[src/rtl/dmem_port_arbiter_pkg.sv]
// Shared master tags, default widths and winner-select helper for the data-memory port arbiter.
// Round-robin arbitration is enabled by defining DMEM_ARB_RR_EN; otherwise M0 has fixed priority.
package dmem_port_arbiter_pkg;

   localparam logic MASTER_CPU     = 1'b0;
   localparam logic MASTER_DMA     = 1'b1;
   localparam int   DEF_ADDR_WIDTH = 8;
   localparam int   DEF_DATA_WIDTH = 32;

   // Preferred master wins if it requests, else the other one; caller qualifies with |req.
   function automatic logic pick_winner(input logic [1:0] req, input logic pref);
      if (req[pref]) begin
         return pref;
      end
      return ~pref;
   endfunction

endpackage

[src/rtl/dmem_port_arbiter_if.sv]
// Two-master request/response bundle (CPU load/store unit = M0, loader/debug DMA = M1).
interface dmem_port_arbiter_if
   import dmem_port_arbiter_pkg::*;
#(
   parameter int ADDR_WIDTH = DEF_ADDR_WIDTH,
   parameter int DATA_WIDTH = DEF_DATA_WIDTH
);
   localparam int BE_WIDTH = DATA_WIDTH / 8;

   logic                  m0_req;
   logic                  m0_we;
   logic [ADDR_WIDTH-1:0] m0_addr;
   logic [DATA_WIDTH-1:0] m0_wdata;
   logic [BE_WIDTH-1:0]   m0_be;
   logic                  m0_gnt;
   logic                  m0_rvalid;
   logic [DATA_WIDTH-1:0] m0_rdata;

   logic                  m1_req;
   logic                  m1_we;
   logic [ADDR_WIDTH-1:0] m1_addr;
   logic [DATA_WIDTH-1:0] m1_wdata;
   logic [BE_WIDTH-1:0]   m1_be;
   logic                  m1_gnt;
   logic                  m1_rvalid;
   logic [DATA_WIDTH-1:0] m1_rdata;

   modport master (
      output m0_req, m0_we, m0_addr, m0_wdata, m0_be,
      output m1_req, m1_we, m1_addr, m1_wdata, m1_be,
      input  m0_gnt, m0_rvalid, m0_rdata,
      input  m1_gnt, m1_rvalid, m1_rdata
   );

   modport slave (
      input  m0_req, m0_we, m0_addr, m0_wdata, m0_be,
      input  m1_req, m1_we, m1_addr, m1_wdata, m1_be,
      output m0_gnt, m0_rvalid, m0_rdata,
      output m1_gnt, m1_rvalid, m1_rdata
   );
endinterface

[src/rtl/dmem_port_arbiter_arb2_rr.sv]
// Two-requester arbiter; pointer flop exists only when DMEM_ARB_RR_EN is defined, else M0 always wins.
module dmem_port_arbiter_arb2_rr
   import dmem_port_arbiter_pkg::*;
(
   input  logic       clk,
   input  logic       rst,
   input  logic [1:0] req,
   input  logic       advance,
   output logic [1:0] gnt,
   output logic       winner
);

`ifdef DMEM_ARB_RR_EN
   logic ptr_reg;
   logic ptr_next;

   always_ff @(posedge clk) begin
      if (rst) begin
         ptr_reg <= MASTER_CPU;
      end else begin
         ptr_reg <= ptr_next;
      end
   end

   // Hand priority to the loser only when both actually contended and a grant went out.
   always_comb begin
      ptr_next = ptr_reg;
      if (advance && (req == 2'b11)) begin
         ptr_next = ~winner;
      end
   end

   assign winner = pick_winner(req, ptr_reg);
`else
   logic unused_ok;
   assign unused_ok = &{1'b0, clk, rst, advance};
   assign winner    = pick_winner(req, MASTER_CPU);
`endif

   genvar gi;
   generate
      for (gi = 0; gi < 2; gi++) begin : g_gnt
         assign gnt[gi] = req[gi] & (winner == 1'(gi));
      end
   endgenerate

endmodule

[src/rtl/dmem_port_arbiter.sv]
// Shares one simple-dual-port byte-enabled RAM between two masters; write and read ports arbitrated
// independently, single-stage tagged read response. Define DMEM_ARB_RR_EN for round-robin arbitration.
module dmem_port_arbiter
   import dmem_port_arbiter_pkg::*;
#(
   parameter  int ADDR_WIDTH = DEF_ADDR_WIDTH,
   parameter  int DATA_WIDTH = DEF_DATA_WIDTH,
   localparam int BE_WIDTH   = DATA_WIDTH / 8
)(
   input  logic                  clk,
   input  logic                  rst,
   dmem_port_arbiter_if.slave    bus,
   output logic                  ram_we,
   output logic [BE_WIDTH-1:0]   ram_be,
   output logic [ADDR_WIDTH-1:0] ram_waddr,
   output logic [DATA_WIDTH-1:0] ram_wdata,
   output logic [ADDR_WIDTH-1:0] ram_raddr,
   input  logic [DATA_WIDTH-1:0] ram_q
);

   logic [ADDR_WIDTH-1:0] addr_v  [2];
   logic [DATA_WIDTH-1:0] wdata_v [2];
   logic [BE_WIDTH-1:0]   be_v    [2];
   logic [1:0]            req_v;
   logic [1:0]            we_v;

   assign addr_v[0]  = bus.m0_addr;
   assign addr_v[1]  = bus.m1_addr;
   assign wdata_v[0] = bus.m0_wdata;
   assign wdata_v[1] = bus.m1_wdata;
   assign be_v[0]    = bus.m0_be;
   assign be_v[1]    = bus.m1_be;
   assign req_v      = {bus.m1_req, bus.m0_req};
   assign we_v       = {bus.m1_we, bus.m0_we};

   logic [1:0] wreq;
   logic [1:0] rreq;
   logic [1:0] wgnt;
   logic [1:0] rgnt;
   logic [1:0] gnt_v;
   logic       wwin;
   logic       rwin;
   logic       write_issue;
   logic       read_cand;
   logic       collision;
   logic       read_issue;

   // Masking requests during reset keeps every grant and RAM strobe low without extra gating.
   assign wreq = req_v &  we_v & {2{~rst}};
   assign rreq = req_v & ~we_v & {2{~rst}};

   dmem_port_arbiter_arb2_rr u_warb (
      .clk     (clk),
      .rst     (rst),
      .req     (wreq),
      .advance (write_issue),
      .gnt     (wgnt),
      .winner  (wwin)
   );

   dmem_port_arbiter_arb2_rr u_rarb (
      .clk     (clk),
      .rst     (rst),
      .req     (rreq),
      .advance (read_issue),
      .gnt     (rgnt),
      .winner  (rwin)
   );

   // A read hitting the word being written this cycle would return stale data, so it waits a cycle.
   assign write_issue = |wreq;
   assign read_cand   = |rreq;
   assign collision   = write_issue & read_cand & (addr_v[rwin] == addr_v[wwin]);
   assign read_issue  = read_cand & ~collision;
   assign gnt_v       = wgnt | (rgnt & {2{read_issue}});

   assign bus.m0_gnt = gnt_v[0];
   assign bus.m1_gnt = gnt_v[1];

   always_comb begin
      ram_we    = 1'b0;
      ram_be    = '0;
      ram_waddr = '0;
      ram_wdata = '0;
      if (write_issue) begin
         ram_we    = |be_v[wwin];
         ram_be    = be_v[wwin];
         ram_waddr = addr_v[wwin];
         ram_wdata = wdata_v[wwin];
      end
   end

   logic [ADDR_WIDTH-1:0] raddr_reg;
   logic                  rd_vld_reg;
   logic                  rd_tag_reg;

   assign ram_raddr = read_issue ? addr_v[rwin] : raddr_reg;

   always_ff @(posedge clk) begin
      if (rst) begin
         raddr_reg  <= '0;
         rd_vld_reg <= 1'b0;
         rd_tag_reg <= MASTER_CPU;
      end else begin
         rd_vld_reg <= read_issue;
         if (read_issue) begin
            raddr_reg  <= addr_v[rwin];
            rd_tag_reg <= rwin;
         end
      end
   end

   // Response is also squashed while rst is high so a read granted just before reset never returns.
   logic [1:0]            rvalid_v;
   logic [DATA_WIDTH-1:0] rdata_v [2];

   genvar gi;
   generate
      for (gi = 0; gi < 2; gi++) begin : g_resp
         assign rvalid_v[gi] = rd_vld_reg & (rd_tag_reg == 1'(gi)) & ~rst;
         assign rdata_v[gi]  = rvalid_v[gi] ? ram_q : '0;
      end
   endgenerate

   assign bus.m0_rvalid = rvalid_v[0];
   assign bus.m1_rvalid = rvalid_v[1];
   assign bus.m0_rdata  = rdata_v[0];
   assign bus.m1_rdata  = rdata_v[1];

endmodule

[src/flat_wrapper.sv]
// flat-port wrapper written by rule: the top's interface ports become plain ports
module dmem_port_arbiter_flat import dmem_port_arbiter_pkg::*;
#(
   parameter  int ADDR_WIDTH = DEF_ADDR_WIDTH,
   parameter  int DATA_WIDTH = DEF_DATA_WIDTH,
   localparam int BE_WIDTH   = DATA_WIDTH / 8
)
  (clk, rst, ram_we, ram_be, ram_waddr, ram_wdata, ram_raddr, ram_q, bus_m0_req, bus_m0_we, bus_m0_addr, bus_m0_wdata, bus_m0_be, bus_m1_req, bus_m1_we, bus_m1_addr, bus_m1_wdata, bus_m1_be, bus_m0_gnt, bus_m0_rvalid, bus_m0_rdata, bus_m1_gnt, bus_m1_rvalid, bus_m1_rdata);
  dmem_port_arbiter_if #(.ADDR_WIDTH(ADDR_WIDTH), .DATA_WIDTH(DATA_WIDTH)) bus_i ();
  input  logic clk;
  input  logic rst;
  output logic ram_we;
  output logic [BE_WIDTH-1:0] ram_be;
  output logic [ADDR_WIDTH-1:0] ram_waddr;
  output logic [DATA_WIDTH-1:0] ram_wdata;
  output logic [ADDR_WIDTH-1:0] ram_raddr;
  input  logic [DATA_WIDTH-1:0] ram_q;
  input wire logic [$bits(bus_i.m0_req)-1:0] bus_m0_req;
  input wire logic [$bits(bus_i.m0_we)-1:0] bus_m0_we;
  input wire logic [$bits(bus_i.m0_addr)-1:0] bus_m0_addr;
  input wire logic [$bits(bus_i.m0_wdata)-1:0] bus_m0_wdata;
  input wire logic [$bits(bus_i.m0_be)-1:0] bus_m0_be;
  input wire logic [$bits(bus_i.m1_req)-1:0] bus_m1_req;
  input wire logic [$bits(bus_i.m1_we)-1:0] bus_m1_we;
  input wire logic [$bits(bus_i.m1_addr)-1:0] bus_m1_addr;
  input wire logic [$bits(bus_i.m1_wdata)-1:0] bus_m1_wdata;
  input wire logic [$bits(bus_i.m1_be)-1:0] bus_m1_be;
  output wire logic [$bits(bus_i.m0_gnt)-1:0] bus_m0_gnt;
  output wire logic [$bits(bus_i.m0_rvalid)-1:0] bus_m0_rvalid;
  output wire logic [$bits(bus_i.m0_rdata)-1:0] bus_m0_rdata;
  output wire logic [$bits(bus_i.m1_gnt)-1:0] bus_m1_gnt;
  output wire logic [$bits(bus_i.m1_rvalid)-1:0] bus_m1_rvalid;
  output wire logic [$bits(bus_i.m1_rdata)-1:0] bus_m1_rdata;
  assign bus_i.m0_req = bus_m0_req;
  assign bus_i.m0_we = bus_m0_we;
  assign bus_i.m0_addr = bus_m0_addr;
  assign bus_i.m0_wdata = bus_m0_wdata;
  assign bus_i.m0_be = bus_m0_be;
  assign bus_i.m1_req = bus_m1_req;
  assign bus_i.m1_we = bus_m1_we;
  assign bus_i.m1_addr = bus_m1_addr;
  assign bus_i.m1_wdata = bus_m1_wdata;
  assign bus_i.m1_be = bus_m1_be;
  assign bus_m0_gnt = bus_i.m0_gnt;
  assign bus_m0_rvalid = bus_i.m0_rvalid;
  assign bus_m0_rdata = bus_i.m0_rdata;
  assign bus_m1_gnt = bus_i.m1_gnt;
  assign bus_m1_rvalid = bus_i.m1_rvalid;
  assign bus_m1_rdata = bus_i.m1_rdata;
  dmem_port_arbiter #(.ADDR_WIDTH(ADDR_WIDTH), .DATA_WIDTH(DATA_WIDTH)) u_core (.clk(clk), .rst(rst), .bus(bus_i), .ram_we(ram_we), .ram_be(ram_be), .ram_waddr(ram_waddr), .ram_wdata(ram_wdata), .ram_raddr(ram_raddr), .ram_q(ram_q));
endmodule
[config.mk]
export PLATFORM = sky130hd
export DESIGN_NAME = dmem_port_arbiter_flat
export DESIGN_NICKNAME = d
export VERILOG_FILES = /design/src/rtl/dmem_port_arbiter_pkg.sv /design/src/rtl/dmem_port_arbiter_if.sv /design/src/rtl/dmem_port_arbiter_arb2_rr.sv /design/src/rtl/dmem_port_arbiter.sv /design/src/flat_wrapper.sv
export SDC_FILE = /design/constraint.sdc
export NUM_CORES = 1
export LEC_CHECK = 0
export BUFFER_PORTS_ARGS = -buffer_cell sky130_fd_sc_hd__buf_2
export CAP_MARGIN = 10
export CORE_AREA = 3 3 96 98
export DETAILED_ROUTE_END_ITERATION = 10
export DIE_AREA = 0 0 99 101
export PLACE_DENSITY = 0.55
export REMOVE_ABC_BUFFERS = 1
export SYNTH_ARGS = -nofsm -noshare
export SYNTH_HDL_FRONTEND = slang
export SYNTH_SLANG_ARGS = --single-unit
[constraint.sdc]
create_clock -name clk -period 1.57 [get_ports clk]
set_input_delay 0.2355 -clock clk [delete_from_list [all_inputs] [get_ports clk]]
set_output_delay 0.2355 -clock clk [all_outputs]
set_load 0.01 [all_outputs]
**After elaboration in Yosys (flattened, before gate mapping)**

Cells that the tools add are included.
W data, S select, Z words.

- Order comparisons: 2
- Eq/ne operators: 1
- Reductions and logical operators: 3
- Muxes and demuxes: 25
- Bitwise operators: 25

Operator list:

| kind | count |
|---|---|
| $mux W32 | 6 |
| $mux W8 | 8 |
| $mux W4 | 4 |
| $and A1 B1 Y1 | 11 |
| $and A2 B2 Y2 | 5 |
| $eq A8 B8 Y1 | 1 |
| $mux W1 | 7 |
| $not A1 Y1 | 5 |
| $ge A2 B2 Y1 const B | 2 |
| $not A1 Y2 | 2 |
| $reduce_or A2 Y1 | 2 |
| $reduce_or A4 Y1 | 1 |
| $not A2 Y2 | 1 |
| $or A2 B2 Y2 | 1 |

- Flip-flop bits (word level): 10
- Bits of input ports: 126
- Output and inout port bits: 121

**Logic depth before layout (Yosys ltp)**

- Depth in word-level cells: 15
- Depth in mapped cells: 6

**Modules after synthesis**

Synthesis repeated with hierarchy kept, for this count alone.

- Cells, all modules: 253
- Area total of the unflattened synthesis: 1976.9 sq um

By module, submodules not included:

| module | area each (sq um) | instances | cells each | sequential area each (sq um) |
|---|---|---|---|---|
| dmem_port_arbiter | 1941.9 | 1 | 247 | 200.2 |
| dmem_port_arbiter_arb2_rr | 17.5 | 2 | 3 | 0.0 |

**Worst setup path after synthesis**

No wires, ideal clock.

- Kind: input -> output
- From: input bus_m1_addr[7]
- To: output ram_raddr[0]
- Slack: -0.135 ns
- Stages on the path: 5
- Required time: 1.334 ns
- Data arrival time: 1.469 ns
- Path buffers: 1
- Cell sequence: xor2_1 > nor4_2 > a31oi_4 > buf_6 > mux2_4

- Longest elaborated chain between the ends: 8
- Elaborated cells on any way between the ends: 11

RTL lines:

| what | line | RTL |
|---|---|---|
| start, declared | flat_wrapper.sv:25 | `input wire logic [$bits(bus_i.m1_addr)-1:0] bus_m1_addr;` |
| $mux W8 (not written as such) (3 in a row) | dmem_port_arbiter.sv:73 | `assign collision = write_issue & read_cand & (addr_v[rwin] == addr_v[wwin]);` |
| $eq A8 B8 Y1 (*) | dmem_port_arbiter.sv:73 |  |
| $and A1 B1 Y1 (*) | dmem_port_arbiter.sv:73 |  |
| $not A1 Y1 (*) | dmem_port_arbiter.sv:74 | `assign read_issue = read_cand & ~collision;` |
| $and A1 B1 Y1 (*) | dmem_port_arbiter.sv:74 |  |
| $mux W8 (*) | dmem_port_arbiter.sv:97 | `assign ram_raddr = read_issue ? addr_v[rwin] : raddr_reg;` |
| end, declared | flat_wrapper.sv:16 | `output logic [ADDR_WIDTH-1:0] ram_raddr;` |

Mark *: on every way between the ends. The rest lies on a longest branch, timed or not. The select of a mux whose other input is x is not followed.

**Worst setup path in the final report**

- From: input bus_m0_addr[1]
- To: output ram_raddr[1]

- Longest elaborated chain between the ends: 8
- Elaborated cells on any way between the ends: 11

RTL lines:

| what | line | RTL |
|---|---|---|
| start, declared | flat_wrapper.sv:20 | `input wire logic [$bits(bus_i.m0_addr)-1:0] bus_m0_addr;` |
| $mux W8 (on tied branches) (3 in a row) | dmem_port_arbiter.sv:73, dmem_port_arbiter.sv:97 |  |
| $eq A8 B8 Y1 | dmem_port_arbiter.sv:73 |  |
| $and A1 B1 Y1 | dmem_port_arbiter.sv:73 |  |
| $not A1 Y1 | dmem_port_arbiter.sv:74 |  |
| $and A1 B1 Y1 | dmem_port_arbiter.sv:74 |  |
| $mux W8 (*) | dmem_port_arbiter.sv:97 |  |

Marks and branches as above.

==> results.md <==
- Status: finished with violations
- Failing checks: setup timing
- Number of enable flip-flop cells after synthesis: 0
- Worst R2R Setup Slack: 750 ps
- Syn Inst Count: 202
- Unrepaired setup endpoints after global routing: yes
- Pint: 1.05 mW
- Switching part of the total: 32.0%
- CP max stage delay: 290 ps
- Top sig layer: met4
- Critical path peak fanout: 6
- Fillers: 816
- Leakage: 2.30 nW
- Critical Path RT: 1330 ps
- Peak VDD IR: 0.512 mV
- Worst Hold Class: in2reg
- Largest net degree at the start of global routing: 47
- GRT Total Usage: 15.2%
- Dominant synthesized flop cell: dfxtp_1
- Core area: 8550 um2
- Setup TNS: -6810 ps
- Maxcap violations: 0
- Row count: 34
- Min Tclk post-route: 1860 ps
- Sink Count: 10
- Cell mode on critical path: buf_6
- First-pass GRT wire length: 12700 um
- DR DRC count: 0
- Post-Syn Area per Cell: 8.26 um2
- Setup crit end: ram_raddr[1]
- DRT antenna net count: 0
- YS warnings: 0
- Final worst slack: -286 ps
- Vias in the first global route: 2471
- Max-slew violations: 0
- Total CTS buffers: 3
- Initial Util: 19.5%
- Crit path arrival time: 1620 ps
- Critical path endpoint category: output port
- Clock transition at path regs: 50 ps
- Met3 wire length: 612 um
- WL met2: 5130 um
- Post-Syn Area: 1670 um2
- Crit path launch: bus_m0_addr[1]
- Yosys reg bits: 10
- Crit Path Class: in2out
- CTS Root Cell: clkbuf_8
- Layout cells sized above 1: 76.5%
- Netlist cell types: 25
- Most frequent cells in the layout: buf_2, buf_6, a22o_1, and2_1, and2_4
- Iter 0 DRT Violations: 69
- Comb pwr share: 59.4%
- Routability cong.: 0.781
- Via density: 4.55
- Slowest CP cell: mux2_4
- Worst Tran Pin Value: 336 ps
- Post-DP HPWL: 6670 um
- Routed len/inst: 16.0 um
- Placed cell area: 3290 um2
- Antenna Cells: 0
- Final Setup Violations: 66
- Worst slew margin: 77.3%
- Initial antenna violation count: 0
- Commonest non-fill, non-tap cell in the layout: buf_2
- Worst skew pair latency: 240 ps
- Reg2reg path depth: 2
- Peak Freq: 539 MHz
- Io pins: 247
- Worst Skew: 0 ps
- Port Buffers: 246
- Residual overflow from global routing: 0
- Total number of vias: 2700
- Die area: 10000 um2
- CTS tree: done
- Type of origin of the critical path: input port
- FFs w/ async S/R, synth: 0%
- Endpoints failing hold: 0
- Fin area: 4140 um2
- Max reg flops: 8
- Routed metal-1 wirelength: 3710 um
- WL final: 9500 um
- Psw: 0.495 mW
- Flop pwr share: 18.7%
- 1st-pass router iterations: 4
- RR Startpoint: u_core.raddr_reg[6]
- Worst R2R End: u_core.raddr_reg[6]
- Sequential share of the synthesized area: 12.0%
- Critical path cell sequence: buf_6, xor2_2, nor4_2, buf_4, a31oi_4, buf_12, mux2_4, buf_6
- Clk pwr share: 22.0%
- Die Y: 101 um
- Die width: 99 um
- Area Overhead vs Synth: 148%
- Layout net count: 612
- H-tree Lvls: 1
- Final Cycle Share: 118%
- Pwr dens: 374 nW/um2
- CTS max path bufs: 2
[worst max-delay path: cells and delay by family]
| family | cells | cell delay (ps) |
|---|---|---|
| multiplexers | 1 | 290 |
| buffers and inverters | 4 | 560 |
| XOR/XNOR | 1 | 170 |
| AND/OR/NAND/NOR | 1 | 250 |
| AO/OA/AOI/OAI | 1 | 120 |
[power by group through the flow]
stage | Sequential, mW | Clock (mW) | Combinational [mW]
after global routing | 0.292 | 0.358 | 0.986
after detailed placement | 0.293 | 0 | 0.709
final | 0.289 | 0.340 | 0.920
after floorplan | 0.288 | 0 | 0.301
after CTS | 0.288 | 0.348 | 0.809
after global placement | 0.293 | 0 | 0.699
[worst min-delay path by stage]
| stage | start | end | cells after the start |
|---|---|---|---|
| 2_1_floorplan | rst | u_core.rd_tag_reg | 2 |
| 3_3_place_gp | u_core.rd_tag_reg | u_core.rd_tag_reg | 1 |
| 3_5_place_dp | u_core.rd_tag_reg | u_core.rd_tag_reg | 1 |
| 4_1_cts | bus_m1_addr[3] | u_core.raddr_reg[3] | 3 |
| 5_1_grt | bus_m1_addr[3] | u_core.raddr_reg[3] | 3 |
| 6_report | bus_m1_addr[3] | u_core.raddr_reg[3] | 3 |
[Yosys cell counts (all sizes together) (2+ instances only)]
cell type | instances | area [um2]
xor2 | 8 | 70.1
and2 | 66 | 413
a22o | 44 | 385
nor4 | 3 | 31.3
dfxtp | 10 | 200
buf | 3 | 18.8
nor2b | 11 | 68.8
mux2 | 24 | 297
clkbuf | 15 | 56.3
inv | 3 | 11.3
nand2 | 3 | 11.3
and3 | 2 | 12.5
[final cells by class]
type,instances,area (um2),area share (%)
clock buffers,4,55.1,1.33
inverters,3,11.3,0.272
multi-input cells,171,1530,36.9
flip-flops and latches,10,201,4.87
well taps,108,135,3.26
repair buffers,297,2210,53.3
[what timing repair did]
action	CTS	global route
cloned	4	6
hold buffers	0	0
gates resized for setup	30	92
setup buffers	6	4
pin swaps	7	34
setup endpoints to repair	55	93
[stage by stage]
step | hold slack [ps] | total power, mW | util [%] | setup WS (ps) | std cells
2_1_floorplan | 422 | 0.589 | - | -1340 | 184
3_3_place_gp | 560 | 0.992 | 38.5 | -307 | 571
3_5_place_dp | 572 | 1.00 | 38.5 | -316 | 571
4_1_cts | 434 | 1.44 | 42.5 | -300 | 585
5_1_grt | 468 | 1.64 | 48.4 | -381 | 593
6_report | 437 | 1.55 | 48.4 | -286 | 593
[routing by layer]
layer  GRT usage [%]  up-vias
met4            2.00        0
li1                -     1292
met5               0        -
met1            19.0     1292
met3            1.66        6
met2            28.6      110
[logic make-up (layout without fill, tap and decap cells)]
kind of cell / Yosys count / after routing / synth area share [%]
AO/OA/AOI/OAI: 51 / 51 / 27.2
XOR/XNOR: 8 / 8 / 4.20
buffers and inverters: 21 / 304 / 5.18
flip-flops: 10 / 10 / 12.0
multiplexers: 24 / 24 / 17.8
AND/OR/NAND/NOR: 88 / 88 / 33.7
Power figures use the tool's default switching activity.
